File: src/rtl/id_ex_control_stage.sv
// ID/EX control stage: decodes RV32I instructions into the execute-stage control bundle
// and registers it, inserting load-use bubbles and honouring downstream stall and flush.

package id_ex_pkg;
    typedef enum logic [3:0] {
        ALU_ADD  = 4'd0,
        ALU_SUB  = 4'd1,
        ALU_SLL  = 4'd2,
        ALU_SLT  = 4'd3,
        ALU_SLTU = 4'd4,
        ALU_XOR  = 4'd5,
        ALU_SRL  = 4'd6,
        ALU_SRA  = 4'd7,
        ALU_OR   = 4'd8,
        ALU_AND  = 4'd9,
        ALU_PASS = 4'd10
    } alu_op_t;

    typedef struct packed {
        logic [3:0] alu_op;
        logic       alu_src;
        logic       mem_read;
        logic       mem_write;
        logic       reg_write;
        logic       mem_to_reg;
        logic       is_branch;
        logic       is_jump;
        logic       is_jalr;
    } control_type;

    localparam logic [6:0] OPC_R     = 7'b0110011;
    localparam logic [6:0] OPC_I_ALU = 7'b0010011;
    localparam logic [6:0] OPC_LOAD  = 7'b0000011;
    localparam logic [6:0] OPC_STORE = 7'b0100011;
    localparam logic [6:0] OPC_BRANCH= 7'b1100011;
    localparam logic [6:0] OPC_JAL   = 7'b1101111;
    localparam logic [6:0] OPC_JALR  = 7'b1100111;
    localparam logic [6:0] OPC_LUI   = 7'b0110111;
    localparam logic [6:0] OPC_AUIPC = 7'b0010111;
endpackage

module id_ex_control_stage
    import id_ex_pkg::*;
#(
    parameter int FLUSH_CYCLES = 1,
    parameter int CNT_W        = 16
) (
    input  logic             clk,
    input  logic             reset,
    input  logic [31:0]      instr_in,
    input  logic             instr_valid_in,
    input  logic             stall_in,
    input  logic             flush_in,
    output control_type      control_out,
    output logic             control_valid_out,
    output logic [4:0]       rd_out,
    output logic [4:0]       rs1_out,
    output logic [4:0]       rs2_out,
    output logic             illegal_out,
    output logic             stall_out,
    output logic [CNT_W-1:0] bubble_count_out
);
    typedef enum logic {ST_RUN, ST_FLUSH} state_t;

    localparam logic [2:0] FLUSH_RELOAD = 3'(FLUSH_CYCLES - 1);

    state_t      state, state_next;
    logic [2:0]  flush_cnt, flush_cnt_next;

    logic [6:0]  opcode;
    logic [2:0]  funct3;
    logic        alt;
    logic        unused_instr_bits;

    control_type dec_ctrl;
    logic [4:0]  dec_rd, dec_rs1, dec_rs2;
    logic        dec_illegal, use_rs1, use_rs2, writes_rd;

    logic        hazard;
    logic        load_nop, load_dec, count_bubble;

    assign opcode            = instr_in[6:0];
    assign funct3            = instr_in[14:12];
    assign alt               = instr_in[30];
    assign unused_instr_bits = ^{instr_in[31], instr_in[29:25]};

    // funct7[5] selects SUB only where the caller allows it (R-type), SRA for all shifts.
    function automatic alu_op_t alu_from_funct3(input logic [2:0] f3, input logic alt_sel,
                                                input logic sub_ok);
        alu_op_t op;
        unique case (f3)
            3'b000: op = (alt_sel && sub_ok) ? ALU_SUB : ALU_ADD;
            3'b001: op = ALU_SLL;
            3'b010: op = ALU_SLT;
            3'b011: op = ALU_SLTU;
            3'b100: op = ALU_XOR;
            3'b101: op = alt_sel ? ALU_SRA : ALU_SRL;
            3'b110: op = ALU_OR;
            3'b111: op = ALU_AND;
        endcase
        return op;
    endfunction

    always_comb begin
        // NOTE: every signal assigned in this block gets a default first so no latch is inferred.
        dec_ctrl    = '0;
        dec_illegal = 1'b0;
        use_rs1     = 1'b0;
        use_rs2     = 1'b0;
        writes_rd   = 1'b0;
        unique case (opcode)
            OPC_R: begin
                dec_ctrl.alu_op    = alu_from_funct3(funct3, alt, 1'b1);
                dec_ctrl.reg_write = 1'b1;
                {use_rs1, use_rs2, writes_rd} = 3'b111;
            end
            OPC_I_ALU: begin
                dec_ctrl.alu_op    = alu_from_funct3(funct3, alt, 1'b0);
                dec_ctrl.alu_src   = 1'b1;
                dec_ctrl.reg_write = 1'b1;
                {use_rs1, writes_rd} = 2'b11;
            end
            OPC_LOAD: begin
                dec_ctrl.alu_op     = ALU_ADD;
                dec_ctrl.alu_src    = 1'b1;
                dec_ctrl.mem_read   = 1'b1;
                dec_ctrl.mem_to_reg = 1'b1;
                dec_ctrl.reg_write  = 1'b1;
                {use_rs1, writes_rd} = 2'b11;
            end
            OPC_STORE: begin
                dec_ctrl.alu_op    = ALU_ADD;
                dec_ctrl.alu_src   = 1'b1;
                dec_ctrl.mem_write = 1'b1;
                {use_rs1, use_rs2} = 2'b11;
            end
            OPC_BRANCH: begin
                dec_ctrl.alu_op    = ALU_SUB;
                dec_ctrl.is_branch = 1'b1;
                {use_rs1, use_rs2} = 2'b11;
            end
            OPC_JAL: begin
                dec_ctrl.is_jump   = 1'b1;
                dec_ctrl.reg_write = 1'b1;
                writes_rd          = 1'b1;
            end
            OPC_JALR: begin
                dec_ctrl.alu_op    = ALU_ADD;
                dec_ctrl.is_jump   = 1'b1;
                dec_ctrl.is_jalr   = 1'b1;
                dec_ctrl.alu_src   = 1'b1;
                dec_ctrl.reg_write = 1'b1;
                {use_rs1, writes_rd} = 2'b11;
            end
            OPC_LUI: begin
                dec_ctrl.alu_op    = ALU_PASS;
                dec_ctrl.alu_src   = 1'b1;
                dec_ctrl.reg_write = 1'b1;
                writes_rd          = 1'b1;
            end
            OPC_AUIPC: begin
                dec_ctrl.alu_op    = ALU_ADD;
                dec_ctrl.alu_src   = 1'b1;
                dec_ctrl.reg_write = 1'b1;
                writes_rd          = 1'b1;
            end
            default: dec_illegal = 1'b1;
        endcase
    end

    assign dec_rd  = writes_rd ? instr_in[11:7]  : 5'd0;
    assign dec_rs1 = use_rs1   ? instr_in[19:15] : 5'd0;
    assign dec_rs2 = use_rs2   ? instr_in[24:20] : 5'd0;

    // Unused source indices are already forced to 0 and rd_out is nonzero, so a match implies use.
    assign hazard = control_out.mem_read && control_valid_out && (rd_out != 5'd0) &&
                    instr_valid_in && ((dec_rs1 == rd_out) || (dec_rs2 == rd_out));

    assign stall_out = stall_in || hazard;

    always_comb begin
        state_next     = state;
        flush_cnt_next = flush_cnt;
        load_nop       = 1'b0;
        load_dec       = 1'b0;
        count_bubble   = 1'b0;
        if (flush_in) begin
            load_nop       = 1'b1;
            flush_cnt_next = FLUSH_RELOAD;
            state_next     = (FLUSH_RELOAD != 3'd0) ? ST_FLUSH : ST_RUN;
        end else begin
            unique case (state)
                ST_FLUSH: begin
                    load_nop       = 1'b1;
                    flush_cnt_next = flush_cnt - 3'd1;
                    state_next     = (flush_cnt == 3'd1) ? ST_RUN : ST_FLUSH;
                end
                ST_RUN: begin
                    if (stall_in) begin
                        load_nop = 1'b0;
                    end else if (hazard) begin
                        load_nop     = 1'b1;
                        count_bubble = 1'b1;
                    end else if (instr_valid_in) begin
                        load_dec = 1'b1;
                    end else begin
                        load_nop = 1'b1;
                    end
                end
            endcase
        end
    end

    // NOTE: sequential state uses non-blocking assignments so every register samples pre-edge values.
    always_ff @(posedge clk or posedge reset) begin
        if (reset) begin
            state     <= ST_RUN;
            flush_cnt <= 3'd0;
        end else begin
            state     <= state_next;
            flush_cnt <= flush_cnt_next;
        end
    end

    always_ff @(posedge clk or posedge reset) begin
        if (reset) begin
            control_out       <= '0;
            control_valid_out <= 1'b0;
            rd_out            <= 5'd0;
            rs1_out           <= 5'd0;
            rs2_out           <= 5'd0;
            illegal_out       <= 1'b0;
        end else if (load_nop) begin
            control_out       <= '0;
            control_valid_out <= 1'b0;
            rd_out            <= 5'd0;
            rs1_out           <= 5'd0;
            rs2_out           <= 5'd0;
            illegal_out       <= 1'b0;
        end else if (load_dec) begin
            control_out       <= dec_ctrl;
            control_valid_out <= 1'b1;
            rd_out            <= dec_rd;
            rs1_out           <= dec_rs1;
            rs2_out           <= dec_rs2;
            illegal_out       <= dec_illegal;
        end
    end

    always_ff @(posedge clk or posedge reset) begin
        if (reset) begin
            bubble_count_out <= '0;
        end else if (count_bubble && (bubble_count_out != '1)) begin
            bubble_count_out <= bubble_count_out + 1'b1;
        end
    end
endmodule

File: config.mk
export PLATFORM = sky130hd
export DESIGN_NAME = id_ex_control_stage
export DESIGN_NICKNAME = d
export VERILOG_FILES = /design/src/rtl/id_ex_control_stage.sv
export SDC_FILE = /design/constraint.sdc
export NUM_CORES = 1
export LEC_CHECK = 0
export ABC_CLOCK_PERIOD_IN_PS = 12050
export CAP_MARGIN = 30
export CORE_MARGIN = 5
export CORE_UTILIZATION = 49
export CTS_CLUSTER_DIAMETER = 120
export DETAILED_ROUTE_END_ITERATION = 10
export PLACE_DENSITY_LB_ADDON = 0.05
export RECOVER_POWER = 100
export SLEW_MARGIN = 0
export SYNTH_ARGS = -nofsm -noshare
export SYNTH_HDL_FRONTEND = slang
export SYNTH_SLANG_ARGS = --single-unit
File: constraint.sdc
create_clock -name clk -period 12.05 [get_ports clk]
set_input_delay 3.615 -clock clk [delete_from_list [all_inputs] [get_ports clk]]
set_output_delay 3.615 -clock clk [all_outputs]
set_load 0.005 [all_outputs]
* Word-level counts from Yosys, hierarchy flattened
Index checks and enable logic that the tools add are counted.
** Cells by class
- Add/subtract/negate cells :: 2
- Eq/ne operators :: 20
- Multiplexer cells :: 49
- Bitwise gates (word level) :: 1
- Reductions and logical operators :: 17
** Operators with widths (number)
- $pmux 4 s8 :: 2
- $mux 5 :: 9
- $mux 1 :: 32
- $mux 12 :: 2
- $eq 7x6->1 const B :: 3
- $eq 7x7->1 const B :: 3
- $add 16x1->16 const B :: 1
- $ne 16x16->1 const B :: 1
- $pmux 4 s4 :: 1
- $eq 7x5->1 const B :: 2
- $eq 3x3->1 const B :: 4
- $reduce_or 6->1 :: 2
- $eq 5x5->1 :: 2
- $reduce_or 9->1 :: 1
- $eq 7x2->1 const B :: 1
- $reduce_or 7->1 :: 1
- $eq 3x1->1 const B :: 2
- $eq 3x2->1 const B :: 2
- $mux 3 :: 2
- $logic_and 1x1->1 :: 5
- $reduce_bool 5->1 :: 1
- $reduce_bool 2->1 :: 2
- $logic_not 3->1 :: 1
- $reduce_or 3->1 :: 1
- 5 further kinds :: 6
** Word-level totals
- Flip-flop bits (word level) :: 49
- Input port bits :: 37
- Output and inout bits :: 46
- Logic and storage cells :: 106

* Logic depth before layout (Yosys ltp)
Gate-level depths: netlist of run 1.
- Word-level depth :: 13
- Gate-level depth with buffers :: 11
- Mapped depth without buffers :: 8

* Worst setup path after synthesis of run 1
OpenSTA, ideal clock, no wires.
- Path type :: input to output
- From :: in instr_in[5]
- To :: out stall_out
- Arrival time :: 5264 ps
- Required time :: 8435 ps
- Slack :: 3171 ps
- Stages on the path :: 9
- Buffers on the path :: 3
- Cell sequence :: buf_2 -> a21boi_1 -> nand3_1 -> xor2_1 -> and4_1 -> a41o_1 -> buf_4 -> buf_4 -> or2_2
** Between the ends
- Cells in the longest elaborated chain, start to end :: 8
- Elaborated cells between the ends (all ways) :: 17
- Those cells by class :: eq/ne: 8; mux: 4; reduce/logical: 5
** RTL lines
- start: declaration :: line 50 : input logic [31:0] instr_in,
- $eq 7x7->1 (tied with other cells) :: line 111 : unique case (opcode)
- $reduce_or 6->1 (no line) or $reduce_or 3->1 (tied branches)
- $mux 1 :: line 111
- $mux 5 (on tied branches) :: line 172, 173
- $eq 5x5->1 :: line 177 : instr_valid_in && ((dec_rs1 == rd_out) || (dec_rs2 == rd_out));
- $logic_or 1x1->1 * :: line 177
- $logic_and 1x1->1 * :: line 177
- $logic_or 1x1->1 * :: line 179 : assign stall_out = stall_in || hazard;
- end: declaration :: line 60 : output logic stall_out,
Every way passes the cells marked *; elsewhere a longest branch is shown, timed or not.

* Worst setup path in the final report of run 1
- From :: in instr_in[6]
- To :: out stall_out
Same word-level chain as after synthesis.

==> metrics, run 1 <==
status=complete, but fails checks; violated checks=capacitance limit, slew limit; sequential fraction of the synthesis area=0.480; layout cells sized above 1=0.0353; initial antenna violation count=0; critical path required time=8430 ps; Area Overhead vs Synth=34.9%; data arrival time of the worst path=7040 ps; Worst Max-Slew Pin Slew=2140 ps; period utilisation layout=0.884; placed cell area=roughly 3300 um2; Hold EP=rs1_out[2]; syn_nets=280; hold depth=1; leakage power figure=about 1.5 nW; DR vias=around 2100; CTS root buffer=clkbuf_8; worst reg-to-reg setup slack=8710 ps; drt wl/cell=15.5 um; relative slew slack=-0.426; HPWL after DPL=4.25 mm; hold buffer count at CTS=0; maxcap violations=2; Die ar.=6630 um2; most frequent cells in the layout=49 x dlygate4sd3_1, 48 x dfrtp_1, 27 x clkdlybuf4s50_1; Total GRT Usage=0.191; HP Class=reg -> reg; Synth Flop Type=dfrtp_1; reg-to-reg startpoint=rd_out[3]; DRT antenna net count=0; setup TNS=0 ps; Post-Syn Area=2500 um2; fin. max-slew vios=slightly below 70; Total Power=306 uW; pin count of the biggest net entering global routing=40; DR DRC count=0; number of flops mapped to enable cells by yosys=0; Clock Pin Slew Worst Setup and Hold Paths=80 ps; Synthesis Warnings=0; final instance area=3370 um2; Ports=83; dpl ws=1700 ps; maximum clock frequency=93.9 MHz; PostCTS Resize Cnt=0; antenna cells=0; gp weighted congestion=0.803; DIE HEIGHT=around 81 um; Core Rows=26; Max clock buf depth=2; vias in the first global route=between 2000 and 2500; final setup fails=0; most common cell after layout, fill and taps aside=dlygate4sd3_1; final std cells w/o fill=382; Setup CP Type=in -> out; dpl cells=between 300 and 400; Clock Latency Late Sink=300 ps; Fin. Hold Viols=0; Hold Slack=489 ps; routed vias/inst=5.53; R2R depth=7; final core occ=0.669; H-tree depth=2; Pre-Repair DR Iteration Count=4; largest vdd supply drop=0.0557 mV; CP Launch Type=primary input; fraction of synthesis flops using an asynchronous set or reset pin=1.00; Core ar.=5040 um2; Sink Count=between 40 and 50; synthesized area per cell=10.4 um2; total grt overflow=0; postcts setup bufs=0; Reg-to-Reg End=control_out[5]; CP max FO=17; #FFs+latches synth=48; first-pass GRT wire length=9.80 mm; Routed Wire Length=5.91 mm; Worst setup EP type=output pin; HP Start=rs1_out[2]; cell count after synthesis=240; Iter 0 DRT Violations=132; Yosys cell types=46; Nets=351; final setup margin=between 1000 and 1500 ps; CTS tree=done; port buffer count=76; Initial Utilization=0.496; PwrDens=90.7 nW/um2; RSZ-0062 raised after global routing=false; CTS buffer count=5; Period minus WS final=approximately 11000 ps; Die W=81.4 um; Layout Skew=2.38 ps
## where the power goes
group	leakage [nW]	switching (mW)	internal (mW)	total [mW]
Combinational	0.803	0.0161	0.0144	0.0305
Sequential	0.669	0.000458	0.162	0.162
Clock	0.0552	0.0520	0.0616	0.114
Total	1.53	0.0685	0.238	0.306
## how the worst max path moves through the flow
stage,start,to
after floorplan,instr_in[5],stall_out
after global placement,instr_in[6],stall_out
after detailed placement,instr_in[6],stall_out
after CTS,instr_in[6],stall_out
after global routing,instr_in[6],stall_out
final,instr_in[6],stall_out
## worst max-delay path, stage by stage
cell           delay, ps
dlygate4sd3_1        700
nand3b_1             230
a21oi_1              750
nand4_1              170
a22oi_1              220
a41o_1               590
or2_2                200
dlygate4sd3_1        560
## layer usage
metal  GRT usage  share of wire  vias up
li1            -              -     1034
met1       0.242           0.44     1013
met2       0.317           0.48       58
met3      0.0559          0.063        8
met4      0.0574          0.015        0
met5           0              0        -
## synthesized netlist by cell type, drive strengths merged, types with 4 or more instances
cell type,number,area share
nand2,21,0.032
buf,9,0.026
and3,6,0.015
nor3,8,0.016
nand4,6,0.015
o21ai,6,0.012
clkbuf,5,0.0075
a32o,22,0.088
dfrtp,48,0.48
xnor2,18,0.063
nor2,15,0.026
nand3,13,0.026
inv,4,0.0060
a22o,5,0.018
a21oi,6,0.014
nor2b,4,0.010
## layout make-up
class                   count  area, um2
inverters                   4       15.0
flip-flops and latches     48       1200
well taps                  70       87.6
clock buffers               6       72.6
repair buffers             78        772
fillers                   408       1670
clock inverters             2       35.0
multi-input cells         174       1190
## kinds of logic after synthesis
logic type                 Yosys count  synth area share
and+or+nand+nor                     91             0.195
AOI/OAI and AO/OA                   58             0.192
DFF                                 48             0.480
xor gates and xnor gates            20            0.0700
buffers and inverters               18            0.0395
adders and majority gates            3            0.0150
muxes                                2           0.00850
## flip-flops by register name, indices dropped and copies added, names as in the netlist
signal             count
bubble_count_out      16
control_out           11
rd_out                 5
rs1_out                5
rs2_out                5
flush_cnt              3
control_valid_out      1
illegal_out            1
state                  1
Power figures use the tool's default switching activity.
==> run 2, diff against run 1 <==
--- a/config.mk
+++ b/config.mk
@@ -5,12 +5,13 @@
 export SDC_FILE = /design/constraint.sdc
 export NUM_CORES = 1
 export LEC_CHECK = 0
+export ABC_AREA = 1
 export ABC_CLOCK_PERIOD_IN_PS = 12050
 export CAP_MARGIN = 30
-export CORE_MARGIN = 5
-export CORE_UTILIZATION = 49
+export CORE_UTILIZATION = 51
 export CTS_CLUSTER_DIAMETER = 120
 export DETAILED_ROUTE_END_ITERATION = 10
+export MAX_ROUTING_LAYER = met4
 export PLACE_DENSITY_LB_ADDON = 0.05
 export RECOVER_POWER = 100
 export SLEW_MARGIN = 0
==> metrics, run 2 <==
synth top area cells=dfrtp_1 44%, nand2_1 9.5%, nand3_1 8.5%, inv_1 7.7%, o21ai_0 4.2%; CP Launch Type=primary input; M1 GR Usage=0.347 (+0.105); CTS buffer count=5 (unchanged); Ports=83 (unchanged); total grt overflow=0 (unchanged); Worst Max-Slew Pin Slew=1690 ps (-446 ps); Pre-Repair DR Iteration Count=4 (unchanged); hold buffer count at CTS=0 (unchanged); HP Class=reg -> reg; most frequent cells in the layout=69 x nand2_1, 56 x inv_1, 48 x nand3_1, 48 x dfrtp_1, 47 x dlygate4sd3_1; data arrival time of the worst path=6160 ps (-880 ps); vias in the first global route=2331 (+10%); drt wl/cell=13.1 um (-15%); Yosys cell types=36 (-22%); switching part of the total=0.241 (+0.0169); most used cell, CP=nand2_1; worst-path cell chain=clkdlybuf4s50_1 > nand2_2 > nor2_1 > nand2_1 > nand3_1 > nand2_1 > nand2_1 > nand2_1 > nor2_2 > nand3_2 > nand2_4 > nand2_2 > nand2_1 > clkdlybuf4s50_1; RSZ-0062 raised after global routing=false; Period minus WS final=9770 ps (-881 ps); first-pass GRT wire length=10.7 mm (+8.9%); reg-to-reg startpoint=state; relative slew slack=-0.129 (+0.297); CTS tree=done; crit-path max cell delay=490 ps (-260 ps); final setup fails=0 (unchanged); Clock power frac=0.342 (-0.029); H-tree depth=2 (unchanged); fin. max-slew vios=33 (-51%); Setup CP Type=in -> out; Die W=74.9 um (-8.0%); Routed Wire Length=6.56 mm (+11%); Synth Flop Type=dfrtp_1; HPWL after DPL=4.95 mm (+16%); initial antenna violation count=0 (unchanged); violated checks=capacitance limit, slew limit; Layout Skew=4.77 ps (+2.39 ps); largest vdd supply drop=0.0636 mV (+14%); sw power=70.4 uW (+2.7%); Clock Latency Late Sink=300 ps (about the same); Largest Register=bubble_count_out; gr busiest metal=met2; Total GRT Usage=0.258 (+0.0672); Iter 0 DRT Violations=121 (-8.3%); Initial Utilization=0.531 (+0.0351); cell type with the largest total area after synthesis=dfrtp_1; Sink Count=48 (unchanged); commonest cells in the netlist=69 x nand2_1, 56 x inv_1, 48 x dfrtp_1; DRT antenna net count=0 (unchanged); layout cells sized above 1=0.0580 (+0.0227); antenna cells=0 (unchanged); Clock Pin Slew Worst Setup and Hold Paths=90 ps (about the same); period utilisation layout=0.811 (-0.0731); setup TNS=0 ps (unchanged); crit path max-delay cell type=clkdlybuf4s50_1; Max clock buf depth=2 (unchanged); Sequential Power Share=0.555 (+0.026); max FFs per register=16 (unchanged); Post-Syn Area=2710 um2 (+8.5%); PostCTS Resize Cnt=0 (unchanged); area share of the largest cell type after synthesis=0.443 (-0.0374); Worst setup EP type=output pin; Fin. Hold Viols=0 (unchanged); #FFs+latches synth=48 (unchanged); maxcap violations=1 (-1); syn_nets=393 (+40%); worst setup path start=instr_in[1]; cell count after synthesis=353 (+47%); DR vias=2647 (+25%); pin count of the biggest net entering global routing=33 (-18%); met2 Use GR=0.413 (+0.0966); gp weighted congestion=0.903 (+13%); Core ar.=5110 um2 (+1.3%); number of flops mapped to enable cells by yosys=0 (unchanged); HP Start=bubble_count_out[9]; routing usage on met3=0.0428 (-0.0131); postcts setup bufs=0 (unchanged); synthesized area per cell=7.68 um2 (-26%); final core occ=0.705 (+0.0358); biggest regs=bubble_count_out (16), control_out (11); most common cell after layout, fill and taps aside=nand2_1; CTS root buffer=clkbuf_8; Nets=470 (+34%); Area Overhead vs Synth=32.7%; sequential fraction of the synthesis area=0.443 (-0.0374); Core Rows=26 (unchanged); cell with the most instances after synthesis=nand2_1; PwrDens=81.1 nW/um2 (-11%); CP max FO=10 (-7); Logic pwr share=0.104 (+0.004); routed vias/inst=5.28 (-4.5%); P_int=222 uW (-6.6%); maximum clock frequency=102 MHz (+9.0%); Synthesis Warnings=0 (unchanged); port buffer count=76 (unchanged); leakage power figure=1.77 nW (+16%); critical path required time=8430 ps (about the same); DR DRC count=0 (unchanged); status=complete, but fails checks; DIE HEIGHT=74.9 um (-8.0%); Die ar.=5610 um2 (-15%); fraction of synthesis flops using an asynchronous set or reset pin=1.00 (unchanged)
## run 2: cell count changes after synthesis, moves of 5 or more
cell and delta:
nand2_1 +48, nand4_1 +5, a32o_1 -22, inv_1 +52
nand2_2 +6, xnor2_1 -15, nand3_1 +33, nor2_1 +8
a22o_1 -5, o21ai_0 +17, and3_1 -5, o22ai_1 +6
## run 2: power by group through the flow
stage               Combinational [mW]  Sequential [mW]  Clock [mW]
finish                          0.0303            0.162      0.0998
global route                    0.0336            0.162       0.109
CTS                             0.0320            0.162       0.103
detailed placement              0.0318            0.165           0
global placement                0.0307            0.165           0
floorplan                       0.0140            0.165           0
## run 2: routing by layer
metal,part of all wire,vias to the layer above
li1,-,1313
met1,0.46,1242
met2,0.48,87
met3,0.052,5
met4,0.0096,0
met5,0,-
## run 2: metrics by stage
stage	power (mW)	hold WS, ps	std cells	setup slack [ps]	instance area (um2)
after floorplan	0.179	486	353	3720	2710
after global placement	0.196	487	492	2530	3530
after detailed placement	0.197	486	493	2460	3550
after CTS	0.297	503	501	2450	3640
after global routing	0.305	533	501	2050	3600
final	0.292	490	501	2280	3600
## run 2: logic make-up (layout without fill, tap and decap cells)
group	Yosys count	count (layout)	share of synthesized area
xor gates and xnor gates	7	7	0.0226
buffers and inverters	67	145	0.0978
AOI/OAI and AO/OA	47	47	0.0987
DFF	48	48	0.443
adders and majority gates	3	3	0.0138
and+or+nand+nor	181	181	0.324
## run 2: final cells by class
cell class              instances  area (um2)
fillers                       446        1510
multi-input cells             238        1220
flip-flops and latches         48        1200
repair buffers                 79         776
inverters                      58         218
well taps                      70        87.6
clock buffers                   7        86.3
clock inverters                 1        7.51
## run 2: worst paths after layout
| check | to | slack, ps | cells past startpoint |
|---|---|---|---|
| setup / recovery | stall_out | 2280 | 14 |
| hold / removal | bubble_count_out[9] | 490 | 1 |
| setup reg to reg | bubble_count_out[5] | 8660 | 11 |
| hold reg to reg | bubble_count_out[9] | 490 | 1 |
| max in group asynchronous | control_out[1] | 6220 | 3 |
| min in group asynchronous | bubble_count_out[9] | 3840 | 2 |
## run 2: critical path, delay by kind of cell
kind          cells  cell delay, ps
buf+inv           2             980
simple gates     12            1560
==> run 3, diff against run 2 <==
--- a/config.mk
+++ b/config.mk
@@ -6,9 +6,9 @@
 export NUM_CORES = 1
 export LEC_CHECK = 0
 export ABC_AREA = 1
-export ABC_CLOCK_PERIOD_IN_PS = 12050
+export ABC_CLOCK_PERIOD_IN_PS = 10200
 export CAP_MARGIN = 30
-export CORE_UTILIZATION = 51
+export CORE_UTILIZATION = 47
 export CTS_CLUSTER_DIAMETER = 120
 export DETAILED_ROUTE_END_ITERATION = 10
 export MAX_ROUTING_LAYER = met4
==> constraint.sdc (replaced) <==
create_clock -name clk -period 10.2 [get_ports clk]
set_input_delay 3.06 -clock clk [delete_from_list [all_inputs] [get_ports clk]]
set_output_delay 3.06 -clock clk [all_outputs]
set_load 0.005 [all_outputs]
==> metrics, run 3 (synthesis gave the netlist of run 2 again) <==
setup TNS=0 ps (unchanged); Largest Register=bubble_count_out; Layout Skew=12.0 ps (+7.19 ps); Fin. Hold Viols=0 (unchanged); port buffer count=76 (unchanged); Iter 0 DRT Violations=110 (-9.1%); most common cell after layout, fill and taps aside=nand2_1; worst setup path start=instr_in[4]; RSZ-0062 raised after global routing=false; drt wl/cell=13.4 um (+2.2%); first-pass GRT wire length=10.9 mm (+1.9%); final setup fails=0 (unchanged); total grt overflow=0 (unchanged); final setup margin=1500 ps (-773 ps); Sink Count=48 (unchanged); postcts setup bufs=0 (unchanged); PwrDens=102 nW/um2 (+26%); DRT antenna net count=0 (unchanged); H-tree depth=2 (unchanged); reg-to-reg startpoint=state; CP bufs+invs=3 (+1); fin. max-slew vios=0 (-100%); CP Launch Type=primary input; routed vias/inst=5.25 (-0.59%); Worst setup EP type=output pin; R2R depth=11 (unchanged); Crit path depth=14 (unchanged); Clock Latency Late Sink=300 ps (about the same); Die W=78.0 um (+4.1%); CTS buffer count=5 (unchanged); initial antenna violation count=0 (unchanged); biggest regs=bubble_count_out (16), control_out (11); worst-path cell chain=clkdlybuf4s50_1 > inv_1 > nor2_1 > o21ai_2 > nand3_1 > nand2_1 > nand2_1 > nand2_1 > nor2_1 > nand3_2 > nand2_4 > nand2_2 > nand2_1 > clkdlybuf4s50_1; CTS tree=done; layout cells sized above 1=0.0603 (+0.00232); Area Overhead vs Synth=33.6%; HPWL after DPL=4.89 mm (-1.0%); Max clock buf depth=2 (unchanged); Routed Wire Length=6.73 mm (+2.6%); maxcap violations=0 (-1); final instance area=3620 um2 (+0.66%); crit path max-delay cell type=clkdlybuf4s50_1; Ports=83 (unchanged); CTS root buffer=clkbuf_8; hold depth=1 (unchanged); delay-heaviest family, CP=simple AND/OR/NAND/NOR gates; maximum clock frequency=115 MHz; status=completed; Die ar.=6080 um2 (+8.3%); HP Class=reg -> reg; PostCTS Resize Cnt=0 (unchanged); critical path required time=7140 ps (-1290 ps); Core ar.=5540 um2 (+8.5%); Initial Utilization=0.490 (-0.0415); Nets=470 (unchanged); largest vdd supply drop=0.0485 mV (-24%); dpl ws=1750 ps (-703 ps); Core Rows=27 (+3.8%); Pre-Repair DR Iteration Count=4 (unchanged); DR vias=2642 (-0.19%); data arrival time of the worst path=5640 ps (-520 ps); Worst Max-Slew Pin Slew=1380 ps (-311 ps); hold buffer count at CTS=0 (unchanged); relative slew slack=0.0791 (+0.208); Period minus WS final=between 8000 and 9000 ps; DIE HEIGHT=78.0 um (+4.1%); max FFs per register=16 (unchanged); placed cell area=3550 um2 (about the same); antenna cells=0 (unchanged); Total GRT Usage=0.234 (-0.0246); HP Start=bubble_count_out[9]; most used cell, CP=nand2_1; period utilisation layout=0.853; CP max FO=10 (unchanged); Clock Pin Slew Worst Setup and Hold Paths=100 ps (about the same); leakage power figure=1.78 nW (+0.58%); gp weighted congestion=0.900 (-0.37%); pin count of the biggest net entering global routing=27 (-18%); crit-path max cell delay=530 ps (+40 ps); vias in the first global route=2375 (+1.9%); Setup CP Type=in -> out; most frequent cells in the layout=69 x nand2_1, 56 x inv_1, 48 x nand3_1, 48 x dfrtp_1, 47 x dlygate4sd3_1; DR DRC count=0 (unchanged)
[run 3: worst register-to-register path, cell delays in order, from the launching register on]
cell and delay (ps):
dfrtp_1 410, nor2_2 80, clkbuf_1 860, inv_1 170, nor2_1 200, inv_1 100, a31oi_1 440, nand3_1 580
inv_1 350, nand2_1 100, nand2_1 70, nand2_1 50
[run 3: area by class of cell]
type | instances | area (um2)
Clock inverter | 3 | 46.3
Sequential cell | 48 | 1200
Clock buffer | 5 | 68.8
Timing Repair Buffer | 79 | 776
Fill cell | 504 | 1920
Multi-Input combinational cell | 238 | 1220
Inverter | 58 | 218
Tap cell | 72 | 90.1
[run 3: worst paths after layout]
kind	slack, ps	end
max	1500	stall_out
min	500	bubble_count_out[9]
max reg2reg	6700	bubble_count_out[5]
min reg2reg	500	bubble_count_out[9]
max in group asynchronous	5070	rd_out[4]
min in group asynchronous	3370	bubble_count_out[9]
[run 3: report_power, final]
group	internal [mW]	switching, mW	leakage [nW]
clock	0.0740	0.0696	0.0548
combinational	0.0159	0.0203	1.09
sequential	0.191	0.000498	0.633
[run 3: stage by stage]
step / std cells / power [mW] / hold slack [ps] / util
after floorplan: 353 / 0.212 / 486 / -
after global placement: 494 / 0.232 / 487 / 0.637
after detailed placement: 495 / 0.233 / 499 / 0.641
after CTS: 503 / 0.376 / 513 / 0.662
after global routing: 503 / 0.386 / 520 / 0.654
final: 503 / 0.371 / 501 / 0.654
[run 3: metal layers]
layer,part of all wire,track usage,up-vias
li1,-,-,1307
met3,0.063,0.0482,9
met5,0,-,-
met1,0.45,0.312,1219
met2,0.47,0.358,107
met4,0.011,0.0722,0
